==> config.mk <==
export PLATFORM = sky130hd
export DESIGN_NAME = uart_tx
export DESIGN_NICKNAME = d
export VERILOG_FILES = /design/src/rtl/uart_pkg.sv /design/src/rtl/uart_tick_detect.sv /design/src/rtl/uart_tx.sv
export SDC_FILE = /design/constraint.sdc
export NUM_CORES = 1
export LEC_CHECK = 0
export ABC_AREA = 1
export CELL_PAD_IN_SITES_DETAIL_PLACEMENT = 0
export CELL_PAD_IN_SITES_GLOBAL_PLACEMENT = 1
export CORE_ASPECT_RATIO = 0.6
export CORE_MARGIN = 4
export CORE_UTILIZATION = 35
export DETAILED_ROUTE_END_ITERATION = 6
export PLACE_DENSITY_LB_ADDON = 0.25
export SKIP_LAST_GASP = 1
export SLEW_MARGIN = 20
export SYNTH_ARGS = -nofsm -noshare
export SYNTH_HDL_FRONTEND = slang
export SYNTH_SLANG_ARGS = --single-unit
export TNS_END_PERCENT = 1
==> constraint.sdc <==
create_clock -name clk -period 2.4 [get_ports clk]
set_input_delay 0.36 -clock clk [delete_from_list [all_inputs] [get_ports clk]]
set_output_delay 0.36 -clock clk [all_outputs]
set_load 0.01 [all_outputs]
==> src/rtl/uart_pkg.sv <==
// Shared UART definitions: parity encodings, the frame state enum and the
// parity helper used by the transmitter (and later by the receiver).
package uart_pkg;

  localparam int PARITY_NONE = 0;
  localparam int PARITY_ODD  = 1;
  localparam int PARITY_EVEN = 2;

  typedef enum logic [2:0] {
    IDLE  = 3'd0,
    SYNC  = 3'd1,
    START = 3'd2,
    DATA  = 3'd3,
    PAR   = 3'd4,
    STOP  = 3'd5
  } uartState_e;

  // Parity over up to nine data bits; unused upper bits must be zero so they
  // do not disturb the XOR. Even parity is the plain XOR-reduce, odd is its
  // inverse, and "none" yields a constant zero.
  function automatic logic calcParity(input logic [8:0] bits, input int mode);
    logic p;
    p = ^bits;
    if (mode == PARITY_ODD) begin
      p = ~p;
    end else if (mode == PARITY_NONE) begin
      p = 1'b0;
    end
    return p;
  endfunction

endpackage

==> src/rtl/uart_tick_detect.sv <==
// Rising-edge detector for the baud level. bclk comes from a register in the
// same clock domain, so no synchroniser is placed in front of it.
module uart_tick_detect (
  input  logic clk,
  input  logic reset_n,
  input  logic bclk,
  output logic tick
);

  logic bclk_q;

  // Remember last cycle's baud level so a rising edge becomes a one-clk pulse
  always_ff @(posedge clk or negedge reset_n) begin
    if (!reset_n) begin
      bclk_q <= 1'b0;
    end else begin
      bclk_q <= bclk;
    end
  end

  assign tick = bclk & ~bclk_q;

endmodule

==> src/rtl/uart_tx.sv <==
// UART transmitter. Bytes arrive on a valid/ready handshake and leave on tx
// LSB-first as start, data, optional parity and stop bits. Every bit-level
// step waits for a baud tick; one byte may be queued during the final stop
// period so consecutive frames run without an idle gap.
module uart_tx
  import uart_pkg::*;
#(
  parameter int DATA_BITS = 8,
  parameter int PARITY    = 0,
  parameter int STOP_BITS = 1
) (
  input  logic                 clk,
  input  logic                 reset_n,
  input  logic                 bclk,
  input  logic [DATA_BITS-1:0] data,
  input  logic                 valid,
  output logic                 ready,
  output logic                 tx,
  output logic                 busy
);

  if (DATA_BITS < 5 || DATA_BITS > 9) begin : gBadDataBits
    $fatal(1, "uart_tx: DATA_BITS must be in 5..9");
  end
  if (PARITY != PARITY_NONE && PARITY != PARITY_ODD && PARITY != PARITY_EVEN) begin : gBadParity
    $fatal(1, "uart_tx: PARITY must be 0, 1 or 2");
  end
  if (STOP_BITS < 1 || STOP_BITS > 2) begin : gBadStopBits
    $fatal(1, "uart_tx: STOP_BITS must be 1 or 2");
  end

  localparam logic [3:0] BIT_LAST  = 4'(DATA_BITS - 1);
  localparam logic       STOP_LAST = (STOP_BITS == 2);

  uartState_e           state_q, state_d;
  logic [DATA_BITS-1:0] shift_q, shift_d;
  logic                 parity_q, parity_d;
  logic                 pending_q, pending_d;
  logic [3:0]           bitCnt_q, bitCnt_d;
  logic                 stopCnt_q, stopCnt_d;
  logic                 tx_q, tx_d;

  logic tick;
  logic accept;
  logic lastStop;
  logic parityNow;

  uart_tick_detect uTickDetect (
    .clk     (clk),
    .reset_n (reset_n),
    .bclk    (bclk),
    .tick    (tick)
  );

  assign lastStop  = (state_q == STOP) && (stopCnt_q == STOP_LAST);
  assign ready     = (state_q == IDLE) || (lastStop && !pending_q);
  assign busy      = (state_q != IDLE);
  assign accept    = valid && ready;
  assign parityNow = calcParity(9'(data), PARITY);
  assign tx        = tx_q;

  // Next-state logic: handshake capture first, then the per-state bit sequencing
  always_comb begin
    state_d   = state_q;
    shift_d   = shift_q;
    parity_d  = parity_q;
    pending_d = pending_q;
    bitCnt_d  = bitCnt_q;
    stopCnt_d = stopCnt_q;
    tx_d      = tx_q;

    // The shift register is idle in IDLE and in the last stop period, which
    // are the only places ready is high, so the byte can load straight in.
    if (accept) begin
      shift_d  = data;
      parity_d = parityNow;
      if (state_q != IDLE) begin
        pending_d = 1'b1;
      end
    end

    case (state_q)
      IDLE: begin
        tx_d = 1'b1;
        if (accept) begin
          state_d = SYNC;
        end
      end

      SYNC: begin
        tx_d = 1'b1;
        if (tick) begin
          tx_d    = 1'b0;
          state_d = START;
        end
      end

      START: begin
        if (tick) begin
          tx_d     = shift_q[0];
          bitCnt_d = '0;
          state_d  = DATA;
        end
      end

      DATA: begin
        if (tick) begin
          if (bitCnt_q == BIT_LAST) begin
            if (PARITY != PARITY_NONE) begin
              tx_d    = parity_q;
              state_d = PAR;
            end else begin
              tx_d      = 1'b1;
              stopCnt_d = 1'b0;
              state_d   = STOP;
            end
          end else begin
            shift_d  = shift_q >> 1;
            bitCnt_d = bitCnt_q + 4'd1;
            tx_d     = shift_q[1];
          end
        end
      end

      PAR: begin
        if (tick) begin
          tx_d      = 1'b1;
          stopCnt_d = 1'b0;
          state_d   = STOP;
        end
      end

      STOP: begin
        tx_d = 1'b1;
        if (tick) begin
          if (!lastStop) begin
            stopCnt_d = stopCnt_q + 1'b1;
          end else if (pending_q || accept) begin
            // A byte queued during (or at the very end of) the final stop
            // period starts immediately: the start bit follows with no gap.
            tx_d      = 1'b0;
            pending_d = 1'b0;
            state_d   = START;
          end else begin
            state_d = IDLE;
          end
        end
      end

      default: begin
        tx_d    = 1'b1;
        state_d = IDLE;
      end
    endcase
  end

  // State and datapath registers; reset forces the line idle-high at once
  always_ff @(posedge clk or negedge reset_n) begin
    if (!reset_n) begin
      state_q   <= IDLE;
      shift_q   <= '0;
      parity_q  <= 1'b0;
      pending_q <= 1'b0;
      bitCnt_q  <= '0;
      stopCnt_q <= 1'b0;
      tx_q      <= 1'b1;
    end else begin
      state_q   <= state_d;
      shift_q   <= shift_d;
      parity_q  <= parity_d;
      pending_q <= pending_d;
      bitCnt_q  <= bitCnt_d;
      stopCnt_q <= stopCnt_d;
      tx_q      <= tx_d;
    end
  end

endmodule

Word-level counts from Yosys, hierarchy flattened
Cells that the tools add are included.

Add/subtract/negate cells: 2. Equality and inequality tests: 16. Muxes and demuxes: 39. Bitwise operators: 3. Reductions and logical operators: 14.

Operator list (number): $mux 8 (4); $mux 3 (8); $ne 2x2->1 const B (10); $mux 1 (19); $pmux 3 s6 (1); $mux 4 (3); $pmux 4 s2 (1); $reduce_and 8->1 (1); $eq 3x2->1 const B (2); $eq 3x3->1 const B (2); $reduce_and 6->1 (1); $reduce_bool 3->1 (2); $pmux 1 s5 (1); $add 4x1->4 const B (1); $eq 4x3->1 const B (1); $reduce_and 4->1 (1); $eq 3x1->1 const B (1); $logic_and 1x1->1 (3); $logic_not 3->1 (1); $pmux 1 s3 (1); $reduce_and 3->1 (1); $logic_or 1x1->1 (2); $mux 2 (1); $not 1->1 (2); other kinds (4) (4).

Bits in registers: 19. Input bits: 12. Output and inout bits: 3. Word-level logic and storage cells: 81.

Longest topological paths before layout
Gate-level depths: netlist of run 1.

Word-level depth: 10. Gate-level depth with buffers: 10. Mapped depth without buffers: 10.

By module
A second synthesis of run 1 with hierarchy kept.

Cell total of the unflattened synthesis: 136. Area, all modules: 1038.5 µm².

Modules (own cells, without submodules): uart_tx (times used 1, cells an instance 133, area an instance 1003.5 µm², seq. area each 451.7 µm²); uart_tick_detect (times used 1, cells an instance 3, area an instance 35.0 µm², seq. area each 25.0 µm²).

Least setup slack after synthesis of run 1
No wires, ideal clock.

Path type: reg-to-reg. Start: reg bitCnt_q[0]. End: reg state_q[0]. Setup time: 76 ps. Arrival time: 1330 ps. Required time: 2324 ps. Setup slack: 994 ps. Stages on the path, launching flop included: 9. Path buffers: 0. Period minus slack after synthesis: 1406 ps. Cell sequence: dfrtp_1 ha_1 nand2_1 nor2_1 nor2_4 nand3b_1 nor2_2 o21ai_0 o21ai_1.

Cells in the longest elaborated chain, start to end: 3.

RTL lines: from (decl) (line uart_tx.sv:39) `logic [3:0] bitCnt_q, bitCnt_d;`; from (signal assigned) (line uart_tx.sv:172) `bitCnt_q <= bitCnt_d;`; $eq 4x3->1 (line uart_tx.sv:108) `if (bitCnt_q == BIT_LAST) begin`; $ne 2x2->1 (no line); $reduce_and 8->1 (no line); to (signal assigned) (line uart_tx.sv:168) `state_q <= state_d;`; to (decl) (line uart_tx.sv:35) `uartState_e state_q, state_d;`.

Every way passes these cells. A chain may end at the register's enable or synchronous reset.

Worst setup path after layout of run 1
Start: reg state_q[1]. End: out ready.

Cells in the longest elaborated chain, start to end: 4. Elaborated cells between the ends (all ways): 5. Those cells by class: 1 x eq/ne; 4 x reduce/logical.

RTL lines: $eq 3x3->1 (line uart_tx.sv:55) `assign lastStop = (state_q == STOP) && (stopCnt_q == STOP_LAST);`; $logic_and 1x1->1 (line uart_tx.sv:55); $logic_and 1x1->1 (line uart_tx.sv:56) `assign ready = (state_q == IDLE) || (lastStop && !pending_q);`; $logic_or 1x1->1 (*) (line uart_tx.sv:56); to (decl) (line uart_tx.sv:17) `output logic ready,`.

Every way passes the cells marked *; elsewhere a longest branch is shown, timed or not.

==> results.toml, run 1 <==
[outcome]
outcome = "finished, final reports clean"

[worst_setup_path]
worst_path_max_delay_cell = "clkdlybuf4s50_1"
required_ns = 2.04
cp-end-kind = "output port"
critical_path_class = "flop to output port"
worst_path_largest_cell_delay_ns = 0.54
startpoint_type = "flop"
worst_r2r_startpoint = "bitCnt_q[0]$_DFFE_PN0P_"
rr_endpoint = "state_q[0]$_DFFE_PN0P_"
path_max_fanout = 4
cp_data_arrival_time_ns = 1.66
r2r_cells = 8
worstPathCellList = "nor2_1 -> nand2_2 -> nand2_1 -> clkdlybuf4s50_1"
r2r_slack_ns = 0.83
timing.critical_path.buf_inv = 1
cp_top_family = "buffers and inverters"

[final_layout]
area_growth_pct = 21.3
nFillCells = 288
nets = 164
drive_above_1_share_pct = 12.7
diodes = 0
mostFrequentLayoutCell = "nand2_1"
final_cell_mix = "34 x nand2_1, 18 x dfrtp_1, 15 x nor2_1"

[global_routing]
grt_antenna_before_repair = 0
use_met1_pct = 19.0
grt-busiest-layer = "met1"
grt_util_all_layers_pct = 12.9
use_met3_pct = 4.84
met2_usage_pct = 17.6
grt_pass1_wl_um = 3900
grt_pass1_vias = 827
grt_max_degree = 20
overflow = 0

[sta]
finalClockSkew_ns = 0.00215
fin_ws_ns = 0.376
finalHoldViolations = 0
slew_headroom_pct = 83.2
worst_pin_slew_ns = 0.251
fin_crit_sh_pct = 84.3
period_needed_ns = 2.02
fmax_ghz = 0.494
drv_slew = 0
tns_ns = 0
rsz0062_at_grt = "false"
setup_viol = 0

[logic_synthesis]
synth_top_family_by_area = "simple AND/OR/NAND/NOR gates"
ys_ff_latch = 19
synthMuxAreaShare_pct = 0
synthSimpleGateAreaFrac_pct = 28.8
synth_compound_area_share_pct = 15.3
synth_cell_types = 24
avgSynthCellArea_um2 = 7.86
synthXorXnorAreaFrac_pct = 0.837
yosys_warnings = 0
synth_fa_ha_area_share_pct = 1.20
syn-cell-area_um2 = 1050
synth_nets = 146
syn_inst = 133
yosysSeqAreaShare_pct = 45.6

[die]
io_pins = 15
start_util_pct = 36.4
chipHeight_um = 50.3
num_rows = 15
core_um2 = 2870
chipWidth_um = 78.6
die_area_um2 = 3960

[power_and_ir_drop]
combPwrFrac_pct = 44.8
pwr-share-clk_pct = 15.7
p_leak_nw = 0.606
p_per_area_nw_per_um2 = 1080
p_sw_share_pct = 40.2
p_seq_share_pct = 39.6
ir_worst_vdd_mv = 0.299
p_int_mw = 0.821
p_sw_mw = 0.551

[clock_network]
cts.sinks = 19
numCtsBuffers = 3
cts.repair.resized = 0
cts_tree = "done"
hold_buffers = 0
clkTransAtPathRegs_ns = 0.07
clock_path_buffers = 2
clk_latency_ns = 0.25
cts_setup_buffers = 0
h-tree-depth = 1
cts_root_buf = "clkbuf_8"

[place]
numPortBuffers = 14
place_ws_ns = 0.578
hpwl_um = 1700
gp_congestion = 0.774

[drt]
vias_per_cell = 4.60
drt_drc_violations_left = 0
num_vias = 884
wire_per_inst_um = 11.4
ant_nets = 0
drt-total-wl_um = 2190
drt_iter0_drc = 77
dr.pass1.iters = 5

[hold_path]
min_path_type = "input pin to async pin"

[job]
maxCapViolations = 0
## metal layers
layer | wire length, um | up-vias
met1 | 1160 | 390
met5 | 0 | -
met3 | 175 | 2
met4 | 13 | 0
met2 | 840 | 30
li1 | - | 462
## stage by stage
step	util (%)	instance area, um^2	cells	hold WS, ns	power [mW]
floorplan	-	1050	133	0.0644	0.988
global placement	42.6	1220	188	0.477	1.16
detailed placement	42.6	1220	188	0.498	1.17
CTS	44.2	1270	192	0.445	1.39
global route	44.2	1270	192	0.466	1.52
finish	44.2	1270	192	0.439	1.37
## power groups by stage
| stage | registers (mW) | logic (mW) | clock network (mW) |
|---|---|---|---|
| after floorplan | 0.528 | 0.460 | 0 |
| after global placement | 0.545 | 0.611 | 0 |
| after detailed placement | 0.547 | 0.621 | 0 |
| after CTS | 0.543 | 0.621 | 0.230 |
| after global routing | 0.558 | 0.724 | 0.239 |
| final | 0.543 | 0.614 | 0.215 |
## final cells by class
cell class / instances / area (um^2) / area share (%)
flip-flops and latches: 19 / 477 / 37.6
repair buffers: 15 / 148 / 11.6
inverters: 17 / 63.8 / 5.03
multi-input cells: 95 / 483 / 38.1
clock buffers: 4 / 45.0 / 3.55
well taps: 42 / 52.6 / 4.14
## synth_stat cells
cell	count	area (um^2)
a21oi_1	9	45.0
a21oi_2	1	8.76
a31oi_1	6	37.5
buf_6	2	22.5
dfrtp_1	18	450
dfstp_2	1	26.3
ha_1	1	12.5
inv_1	14	52.6
inv_2	3	11.3
nand2_1	34	128
nand2_2	3	18.8
nand2_4	1	11.3
nand3_1	2	10.0
nand3b_1	1	7.51
nand4_1	1	6.26
nor2_1	15	56.3
nor2_2	2	12.5
nor2_4	4	45.0
o21ai_0	8	40.0
o21ai_1	3	15.0
o22ai_1	1	6.26
o31ai_1	1	7.51
or2_1	1	6.26
xnor2_1	1	8.76
## sequential cells by signal, summed over array words and instances, names as in the netlist
register,cells
bitCnt_q,4
pending_q,1
shift_q,8
state_q,3
stopCnt_q,1
tx,1
uTickDetect.bclk_q,1
## worst max path at each step
stage                                        from                     end  slack (ns)  depth (start not counted)
final                      state_q[1]$_DFFE_PN0P_                   ready        0.38                          4
after global routing       state_q[1]$_DFFE_PN0P_                   ready        0.25                          4
after CTS                  state_q[1]$_DFFE_PN0P_                   ready        0.37                          4
after detailed placement                     bclk  state_q[0]$_DFFE_PN0P_        0.58                          9
after global placement                       bclk  state_q[0]$_DFFE_PN0P_        0.65                          9
after floorplan           bitCnt_q[0]$_DFFE_PN0P_  state_q[0]$_DFFE_PN0P_        0.99                          8
## kinds of logic after synthesis
family | Yosys count
AOI/OAI and AO/OA | 29
xor gates and xnor gates | 1
adders and majority gates | 1
buffers and inverters | 19
DFF | 19
and+or+nand+nor | 64
## worst register-to-register path, cell delays in order, from the launching register on
cell	delay [ns]
dfrtp_1	0.39
ha_1	0.18
nand2_1	0.07
nor2_1	0.21
nor2_4	0.09
nand3b_1	0.19
nor2_2	0.18
o21ai_0	0.11
o21ai_1	0.08
Note: power is estimated with default switching activity, not from simulation.
==> inputs of run 2 (changes only) <==
==> constraint.sdc (replaced) <==
create_clock -name clk -period 1.8 [get_ports clk]
set_input_delay 0.27 -clock clk [delete_from_list [all_inputs] [get_ports clk]]
set_output_delay 0.27 -clock clk [all_outputs]
set_load 0.01 [all_outputs]
==> results.toml, run 2 (synthesis gave the netlist of run 1 again) <==
[clock_network]
clkTransAtPathRegs_ns = 0.07
clk_latency_ns = 0.25
cts.sinks = 19
cts_tree = "done"
clock_path_buffers = 2
numCtsBuffers = 3
cts_root_buf = "clkbuf_8"
h-tree-depth = 1
hold_buffers = 0

[global_routing]
grt_max_degree = 20
overflow = 0
grt_antenna_before_repair = 0
grt_util_all_layers_pct = 13.2
grt_pass1_wl_um = 4050
grt_pass1_vias = 865

[worst_setup_path]
startpoint_type = "flop"
required_ns = 1.53
cp_data_arrival_time_ns = 1.48
critical_path_class = "flop to output port"
worstPathCellList = "inv_2 -> nand2_2 -> clkdlybuf4s50_1"
worst_path_max_delay_cell = "clkdlybuf4s50_1"
r2r_slack_ns = 0.24
worst_path_largest_cell_delay_ns = 0.54
path_max_fanout = 5
cp-end-kind = "output port"

[final_layout]
drive_above_1_share_pct = 13.9
design_area_um2 = 1280
stdcell_count = 193
area_growth_pct = 22.1
nets = 165
reg_top3 = "shift_q: 8 flops, bitCnt_q: 4 flops, state_q: 3 flops"
largest_reg_flops = 8
fin_util_pct = 44.5
final_cell_mix = "34 x nand2_1, 18 x dfrtp_1, 14 x inv_1, 14 x nor2_1, 13 x clkdlybuf4s50_1"
mostFrequentLayoutCell = "nand2_1"
regMostFlops = "shift_q"
nFillCells = 301
diodes = 0

[die]
die_area_um2 = 3960
chipHeight_um = 50.3
io_pins = 15
num_rows = 15
start_util_pct = 36.4
core_um2 = 2870
chipWidth_um = 78.6

[power_and_ir_drop]
total_power_mw = 1.86
p_per_area_nw_per_um2 = 1450
ir_worst_vdd_mv = 0.388
p_leak_nw = 0.614

[sta]
hold_slack_ns = 0.350
finalHoldViolations = 0
period_needed_ns = 1.75
drv_slew = 0
fmax_ghz = 0.573
fin_ws_ns = 0.0540
fin_crit_sh_pct = 97.0
finalClockSkew_ns = 0.00140
tns_ns = 0
rsz0062_at_grt = "false"
worst_pin_slew_ns = 0.260
setup_viol = 0
slew_headroom_pct = 82.7

[drt]
num_vias = 896
drt_drc_violations_left = 0
ant_nets = 0
drt-total-wl_um = 2310
dr.pass1.iters = 4
vias_per_cell = 4.64
drt_iter0_drc = 60
wire_per_inst_um = 12.0

[outcome]
outcome = "finished, final reports clean"

[place]
dp.cells = 188
numPortBuffers = 14
hpwl_um = 1760
gp_congestion = 0.773
place_area_um2 = 1220
place_ws_ns = 0.0486

[hold_path]
min_path_type = "input pin to async pin"

[job]
maxCapViolations = 0
[run 2: changes by cell type in the layout (fill, tap and decap cells not counted)]
cell / previous run / this run
nor2_1: 15 / 14
buf_4: 1 / 2
dlygate4sd2_1: 0 / 1
clkdlybuf4s50_1: 14 / 13
nor2_2: 2 / 3
[run 2: path summary, 6_finish.rpt]
path	startpoint	end	cells past startpoint
worst max-delay path	state_q[2]$_DFFE_PN0P_	busy	3
max in group asynchronous	reset_n	tx$_DFFE_PN1P_	2
worst min register to register	stopCnt_q$_DFFE_PN0P_	stopCnt_q$_DFFE_PN0P_	2
worst min-delay path	reset_n	state_q[2]$_DFFE_PN0P_	2
min in group clk	stopCnt_q$_DFFE_PN0P_	stopCnt_q$_DFFE_PN0P_	2
worst max register to register	state_q[0]$_DFFE_PN0P_	shift_q[5]$_DFF_PN0_	8
[run 2: routing by layer]
layer	vias to the layer above	routed length, um	GRT usage (%)
met5	-	0	0
met4	0	13	2.62
met3	2	179	4.66
met2	23	945	19.9
met1	411	1170	18.4
li1	460	-	-
[run 2: what timing repair did]
action / in CTS / in global routing
resized for setup: 2 / 0
setup buffers: 1 / 0
setup endpoints to repair: 1 / 0
[run 2: area by class of cell]
cell class              instances  area [um^2]  share of cell area (%)
flip-flops and latches         19          477                    37.3
multi-input cells              95          485                    38.0
well taps                      42         52.6                    4.11
clock buffers                   4         45.0                    3.53
repair buffers                 16          154                    12.0
inverters                      17         63.8                    5.00
[run 2: where the power goes]
part           switching [mW]  leakage, nW  internal (mW)
Sequential              0.123        0.236          0.603
Combinational           0.499        0.355          0.337
Clock                   0.136       0.0228          0.157
[run 2: critical path: cells and delay by family (launching register included)]
kind	cells	cell delay (ns)
flops	1	0.48
simple gates	1	0.10
buf+inv	2	0.64
